File: src/rtl/appliance_pkg.sv
// Shared types and defaults for the appliance controller.
// State codes are fixed because they leave the block on state_o.
package appliance_pkg;

    typedef enum logic [1:0] {
        IDLE  = 2'd0,
        RUN   = 2'd1,
        DOOR  = 2'd2,
        FAULT = 2'd3
    } state_e;

    localparam logic [31:0] RUN_CYCLES_DEF  = 32'd1_500_000_000;
    localparam logic [31:0] BEEP_CYCLES_DEF = 32'd12_500_000;
    localparam int          CNT_W_DEF       = 32;

endpackage

File: src/rtl/appliance_if.sv
// Debounced switch levels in, motor/LED/buzzer drives out.
// master drives the switches; slave is the controller.
interface appliance_if;

    logic       on_db;
    logic       off_db;
    logic       err_db;
    logic       open_db;
    logic       motor_en;
    logic       led_run;
    logic       led_door;
    logic       led_fault;
    logic       buzzer;
    logic [1:0] state_o;
    logic       done_pulse;

    modport master (
        output on_db,
        output off_db,
        output err_db,
        output open_db,
        input  motor_en,
        input  led_run,
        input  led_door,
        input  led_fault,
        input  buzzer,
        input  state_o,
        input  done_pulse
    );

    modport slave (
        input  on_db,
        input  off_db,
        input  err_db,
        input  open_db,
        output motor_en,
        output led_run,
        output led_door,
        output led_fault,
        output buzzer,
        output state_o,
        output done_pulse
    );

endinterface

File: src/rtl/appliance_ctrl_beep_gen.sv
// Buzzer driver: fixed-length beeps, restartable, plus fault alarm.
// alarm_en takes over the counter; dropping it silences the buzzer.
module beep_gen
    import appliance_pkg::*;
#(
    parameter int          CNT_W       = CNT_W_DEF,
    parameter logic [31:0] BEEP_CYCLES = BEEP_CYCLES_DEF
) (
    input  logic clk_50MHz,
    input  logic reset_n,
    input  logic beep_req,
    input  logic alarm_en,
    output logic buzzer
);

    localparam logic [CNT_W-1:0] BEEP_LAST = CNT_W'(BEEP_CYCLES - 32'd1);

    logic [CNT_W-1:0] beep_cnt_q, beep_cnt_d;
    logic             buzzer_q, buzzer_d;
    logic             alarm_q, alarm_d;

    always_comb begin
        beep_cnt_d = beep_cnt_q;
        buzzer_d   = buzzer_q;
        alarm_d    = alarm_en;
        if (alarm_en) begin
            // First alarm cycle starts high regardless of any beep in flight
            if (!alarm_q) begin
                buzzer_d   = 1'b1;
                beep_cnt_d = '0;
            end else if (beep_cnt_q == BEEP_LAST) begin
                buzzer_d   = ~buzzer_q;
                beep_cnt_d = '0;
            end else begin
                beep_cnt_d = beep_cnt_q + CNT_W'(1);
            end
        end else if (alarm_q) begin
            buzzer_d   = 1'b0;
            beep_cnt_d = '0;
        end else if (beep_req) begin
            buzzer_d   = 1'b1;
            beep_cnt_d = '0;
        end else if (buzzer_q) begin
            if (beep_cnt_q == BEEP_LAST) begin
                buzzer_d   = 1'b0;
                beep_cnt_d = '0;
            end else begin
                beep_cnt_d = beep_cnt_q + CNT_W'(1);
            end
        end
    end

    always_ff @(posedge clk_50MHz) begin
        if (!reset_n) begin
            beep_cnt_q <= '0;
            buzzer_q   <= 1'b0;
            alarm_q    <= 1'b0;
        end else begin
            beep_cnt_q <= beep_cnt_d;
            buzzer_q   <= buzzer_d;
            alarm_q    <= alarm_d;
        end
    end

    assign buzzer = buzzer_q;

endmodule

File: src/rtl/appliance_ctrl.sv
// Appliance sequencer: idle, timed run, door pause and fault states.
// Consumes debounced switch levels; owns the run timer.
module appliance_ctrl
    import appliance_pkg::*;
#(
    parameter logic [31:0] RUN_CYCLES  = RUN_CYCLES_DEF,
    parameter logic [31:0] BEEP_CYCLES = BEEP_CYCLES_DEF,
    parameter int          CNT_W       = CNT_W_DEF
) (
    input  logic        clk_50MHz,
    input  logic        reset_n,
    appliance_if.slave  io
);

    localparam logic [CNT_W-1:0] RUN_LAST = CNT_W'(RUN_CYCLES - 32'd1);

    state_e           state_q, state_d;
    logic [CNT_W-1:0] run_cnt_q, run_cnt_d;
    logic             on_q, off_q;
    logic             done_q, done_d;
    logic             on_rise, off_rise;
    logic             beep_req;
    logic             alarm_en;
    logic             buzzer;

    assign on_rise  = io.on_db & ~on_q;
    assign off_rise = io.off_db & ~off_q;

    always_comb begin
        state_d   = state_q;
        run_cnt_d = run_cnt_q;
        done_d    = 1'b0;
        beep_req  = 1'b0;
        if (io.err_db) begin
            state_d = FAULT;
        end else begin
            unique case (state_q)
                IDLE: begin
                    if (on_rise) begin
                        beep_req = 1'b1;
                        if (!io.open_db) begin
                            state_d   = RUN;
                            run_cnt_d = '0;
                        end
                    end
                end
                RUN: begin
                    if (off_rise) begin
                        state_d   = IDLE;
                        run_cnt_d = '0;
                    end else if (io.open_db) begin
                        state_d = DOOR;
                    end else if (run_cnt_q == RUN_LAST) begin
                        state_d   = IDLE;
                        run_cnt_d = '0;
                        done_d    = 1'b1;
                        beep_req  = 1'b1;
                    end else begin
                        run_cnt_d = run_cnt_q + CNT_W'(1);
                    end
                end
                DOOR: begin
                    // Closing the door alone keeps the pause; ON resumes
                    if (off_rise) begin
                        state_d   = IDLE;
                        run_cnt_d = '0;
                    end else if (on_rise && !io.open_db) begin
                        state_d = RUN;
                    end
                end
                FAULT: begin
                    if (off_rise) begin
                        state_d   = IDLE;
                        run_cnt_d = '0;
                    end
                end
            endcase
        end
    end

    // Alarm tracks the next state so the buzzer moves with state_o
    assign alarm_en = (state_d == FAULT);

    always_ff @(posedge clk_50MHz) begin
        if (!reset_n) begin
            state_q   <= IDLE;
            run_cnt_q <= '0;
            done_q    <= 1'b0;
            on_q      <= io.on_db;
            off_q     <= io.off_db;
        end else begin
            state_q   <= state_d;
            run_cnt_q <= run_cnt_d;
            done_q    <= done_d;
            on_q      <= io.on_db;
            off_q     <= io.off_db;
        end
    end

    beep_gen #(
        .CNT_W       (CNT_W),
        .BEEP_CYCLES (BEEP_CYCLES)
    ) u_beep (
        .clk_50MHz (clk_50MHz),
        .reset_n   (reset_n),
        .beep_req  (beep_req),
        .alarm_en  (alarm_en),
        .buzzer    (buzzer)
    );

    assign io.state_o    = state_q;
    assign io.motor_en   = (state_q == RUN);
    assign io.led_run    = (state_q == RUN);
    assign io.led_door   = (state_q == DOOR);
    assign io.led_fault  = (state_q == FAULT);
    assign io.buzzer     = buzzer;
    assign io.done_pulse = done_q;

endmodule

File: src/flat_wrapper.sv
// flat-port wrapper written by rule: the top's interface ports become plain ports
module appliance_ctrl_flat import appliance_pkg::*;
#(
    parameter logic [31:0] RUN_CYCLES  = RUN_CYCLES_DEF,
    parameter logic [31:0] BEEP_CYCLES = BEEP_CYCLES_DEF,
    parameter int          CNT_W       = CNT_W_DEF
)
  (clk_50MHz, reset_n, io_on_db, io_off_db, io_err_db, io_open_db, io_motor_en, io_led_run, io_led_door, io_led_fault, io_buzzer, io_state_o, io_done_pulse);
  appliance_if io_i ();
  input  logic clk_50MHz;
  input  logic reset_n;
  input wire logic [$bits(io_i.on_db)-1:0] io_on_db;
  input wire logic [$bits(io_i.off_db)-1:0] io_off_db;
  input wire logic [$bits(io_i.err_db)-1:0] io_err_db;
  input wire logic [$bits(io_i.open_db)-1:0] io_open_db;
  output wire logic [$bits(io_i.motor_en)-1:0] io_motor_en;
  output wire logic [$bits(io_i.led_run)-1:0] io_led_run;
  output wire logic [$bits(io_i.led_door)-1:0] io_led_door;
  output wire logic [$bits(io_i.led_fault)-1:0] io_led_fault;
  output wire logic [$bits(io_i.buzzer)-1:0] io_buzzer;
  output wire logic [$bits(io_i.state_o)-1:0] io_state_o;
  output wire logic [$bits(io_i.done_pulse)-1:0] io_done_pulse;
  assign io_i.on_db = io_on_db;
  assign io_i.off_db = io_off_db;
  assign io_i.err_db = io_err_db;
  assign io_i.open_db = io_open_db;
  assign io_motor_en = io_i.motor_en;
  assign io_led_run = io_i.led_run;
  assign io_led_door = io_i.led_door;
  assign io_led_fault = io_i.led_fault;
  assign io_buzzer = io_i.buzzer;
  assign io_state_o = io_i.state_o;
  assign io_done_pulse = io_i.done_pulse;
  appliance_ctrl #(.RUN_CYCLES(RUN_CYCLES), .BEEP_CYCLES(BEEP_CYCLES), .CNT_W(CNT_W)) u_core (.clk_50MHz(clk_50MHz), .reset_n(reset_n), .io(io_i));
endmodule
File: config.mk
export PLATFORM = sky130hd
export DESIGN_NAME = appliance_ctrl_flat
export DESIGN_NICKNAME = d
export VERILOG_FILES = /design/src/rtl/appliance_pkg.sv /design/src/rtl/appliance_if.sv /design/src/rtl/appliance_ctrl_beep_gen.sv /design/src/rtl/appliance_ctrl.sv /design/src/flat_wrapper.sv
export SDC_FILE = /design/constraint.sdc
export NUM_CORES = 1
export LEC_CHECK = 0
export CAP_MARGIN = 20
export CORE_AREA = 4 4 112 92
export CTS_CLUSTER_SIZE = 12
export DETAILED_ROUTE_END_ITERATION = 6
export DIE_AREA = 0 0 116 96
export GPL_TIMING_DRIVEN = 1
export SLEW_MARGIN = 20
export SYNTH_ARGS = -nofsm -noshare
export SYNTH_HDL_FRONTEND = slang
export SYNTH_SLANG_ARGS = --single-unit
File: constraint.sdc
create_clock -name clk_50MHz -period 5.1 [get_ports clk_50MHz]
set_clock_uncertainty 0.2 [all_clocks]
set_input_delay 0.765 -clock clk_50MHz [delete_from_list [all_inputs] [get_ports clk_50MHz]]
set_output_delay 0.765 -clock clk_50MHz [all_outputs]
set_load 0.02 [all_outputs]
==> metrics.txt <==
Final GP Congestion=roughly 0.79; placed cell area=~3800 sq um; Post-DP HPWL=5310 um; Primary FF master, synth=dfxtp_1; crit path cell chain=clkdlybuf4s50_1 -> nor3b_1 -> nand4_1 -> nor4_4 -> buf_4 -> or2_0 -> o41a_1 -> buf_4 -> o21ba_2; Final Setup Violations=0; vias in the first global route=2802; setup tns final=0 ns; Ys Warns=0; Post-Syn Nets=422; I/O pin cnt=14; RSZ-0062 raised after global routing=no; Critical Path RT=5.12 ns; Fill cells=a little under 900; final worst path period share=66.7%; cts repair resizes=0; Multi-input gate area=just over 2000 sq um; Clock Pin Slew Worst Setup and Hold Paths=approximately 0.05 ns; wirelength, routed=approximately 7500 um; EDFF count, synth=0; Clock Latency Late Sink=roughly 0.33 ns; TritonRoute pass-1 iters=4; TritonCTS buffer count=9; worst setup path start=io_open_db; Wirelength per Cell=about 14 um; max frequency=between 200 and 300 MHz; grt total ovfl=0; hold crit path type=register to register; Synth top area share=approximately two fifths; cell taking the most area after synthesis=dfxtp_1; hold path start=u_core.run_cnt_q[27]; Iter 0 DRT Violations=approximately 210; mapped cell area=3610 sq um; Critical-path top delay cell=o41a_1; top post-synthesis cells by count=dfxtp_1 (71), nor2_1 (54), xor2_1 (40), nand2_1 (26), nand4_1 (24); Netlist cell types=54; layout cells sized above 1=under 10%; max cap viols=0; GR Util met3=~3.5%; status=finished clean; GRT Util Overall=approximately 15%; Critical Path Max Stage Delay=roughly 0.55 ns; Clock Root Buffer=clkbuf_16; PwrDens=~330 nW/um^2; Buffers & Inverters on Critical Path=3; pin count of the biggest net entering global routing=33; CTS max path bufs=2; Worst Tran Pin Value=between 0.7 and 0.8 ns; CTS sink count=between 70 and 80; Final ANT Viol Nets=0; Seq cells post-synth=between 70 and 80; hold buffer count at CTS=0; Setup Buffers After CTS=0; Lkg Pwr=1.37 nW; Rows=31; Worst Setup End Kind=register; Vias/cell=around 5.5; crit path time final=between 3 and 4 ns; most numerous cell in the Yosys netlist=dfxtp_1; post-route DRC violation count=0; worst r2r src=u_core.run_cnt_q[15]; asr flop ratio synth=0%; Area growth syn-to-layout=15.0%; # nets final=430; Critical Path Fanout Max=22; Reg area=~1400 sq um; Worst setup SP type=primary input; Die Span X=116 um; crit-path most repeated cell=buf_4; first-pass GRT wire length=13200 um; slew margin rel.=47.8%; core area=just over 9000 sq um; CTS tree=built; Mapped Cells=roughly 410; Initial Util=between 30% and 40%; Tot Pwr=roughly 1.4 mW; initial antenna violation count=0; final hold violation count=0; DIE HEIGHT=around 96 um; H-Tree Depth=3; M2 GR Usage=21.6%; CP Class=primary input to register; fin area=just over 4000 sq um; GR Layer Usage met1=roughly a fifth; full die area=roughly 11000 sq um; Port Buffers=13; CP top delay family=buffers and inverters; CP arrival=between 3 and 4 ns; Vias=between 2000 and 3000; register area share after synthesis=about two fifths; diode count=0; Slew Limit Fails=0; gr busiest metal=met2; Avg Synthesized Cell Area=between 8 and 9 sq um; smallest hold slack=just under 0.3 ns; ranking of synthesized cells by area=dfxtp_1 (39%), xor2_1 (9.7%), nor2_1 (5.6%); peak supply drop=~0.19 mV
placed cells by master (no fill, tap or decap), drive strengths merged, types with 2 or more instances in the layout:
| master | n |
|---|---|
| a2111oi | 3 |
| a211o | 2 |
| a21oi | 20 |
| and2 | 6 |
| and3 | 14 |
| and4 | 5 |
| buf | 2 |
| bufinv | 3 |
| clkbuf | 10 |
| clkdlybuf4s50 | 13 |
| clkinv | 2 |
| dfxtp | 71 |
| ha | 2 |
| inv | 6 |
| mux2i | 2 |
| nand2 | 26 |
| nand3 | 17 |
| nand4 | 25 |
| nor2 | 56 |
| nor2b | 7 |
| nor3 | 6 |
| nor4 | 10 |
| nor4b | 4 |
| o2111ai | 7 |
| o211ai | 3 |
| o21a | 2 |
| o21ai | 23 |
| o31ai | 3 |
| or3 | 16 |
| or4 | 4 |
| xnor2 | 4 |
| xor2 | 40 |
sequential cells by signal (all words and copies together), names as in the netlist:
signal,cells
u_core.io.done_pulse,1
u_core.u_beep.beep_cnt_q,32
u_core.u_beep.buzzer,1
u_core.run_cnt_q,32
u_core.on_q,1
u_core.u_beep.alarm_q,1
u_core.off_q,1
u_core.io.state_o,2
cells by family after synthesis:
logic type | count (synthesis) | share of synthesized area, %
xor gates and xnor gates | 44 | 10.7
DFF | 71 | 39.4
adders and majority gates | 2 | 0.694
AOI/OAI and AO/OA | 69 | 14.3
buffers and inverters | 24 | 3.30
muxes | 2 | 0.555
and+or+nand+nor | 202 | 31.0
worst min-delay path, delay by kind of cell (launching register included):
kind            cells  cell delay, ns
flops               1            0.32
compound gates      2            0.13
final cells by class:
cell class | count | area share (%)
timing repair buffer | 15 | 3.50
multi-input combinational | 319 | 49.9
sequential | 71 | 34.3
tap | 115 | 3.47
clock buffer | 10 | 5.76
inverter | 6 | 0.543
clock inverter | 6 | 2.59
power by group:
| part | leakage [nW] | internal (mW) | total (mW) | switching [mW] |
|---|---|---|---|---|
| logic | 0.630 | 0.0265 | 0.0731 | 0.0465 |
| clock network | 0.168 | 0.489 | 0.722 | 0.233 |
| registers | 0.574 | 0.561 | 0.569 | 0.00825 |
| total | 1.37 | 1.08 | 1.36 | 0.288 |
path summary, 6_finish.rpt:
path              slack, ns  cells after the start                      endpoint
setup reg to reg       1.98                      8  u_core.u_beep.beep_cnt_q[13]
hold / removal         0.30                      2          u_core.run_cnt_q[27]
hold reg to reg        0.30                      2          u_core.run_cnt_q[27]
setup / recovery       1.70                      9  u_core.u_beep.beep_cnt_q[13]
per-layer routing:
layer / vias up / part of all wire, %
li1: 1522 / -
met5: - / 0
met4: 0 / 2.0
met2: 47 / 40
met3: 15 / 4.2
met1: 1393 / 54
through the flow:
step,worst slack (ns),cells,utilization (%)
final,1.70,542,45.7
after global routing,1.51,542,45.7
after global placement,1.42,526,41.9
after CTS,1.71,542,45.7
after detailed placement,1.37,526,41.9
after floorplan,2.46,414,-
No activity file was read; power rests on OpenSTA's default activity.
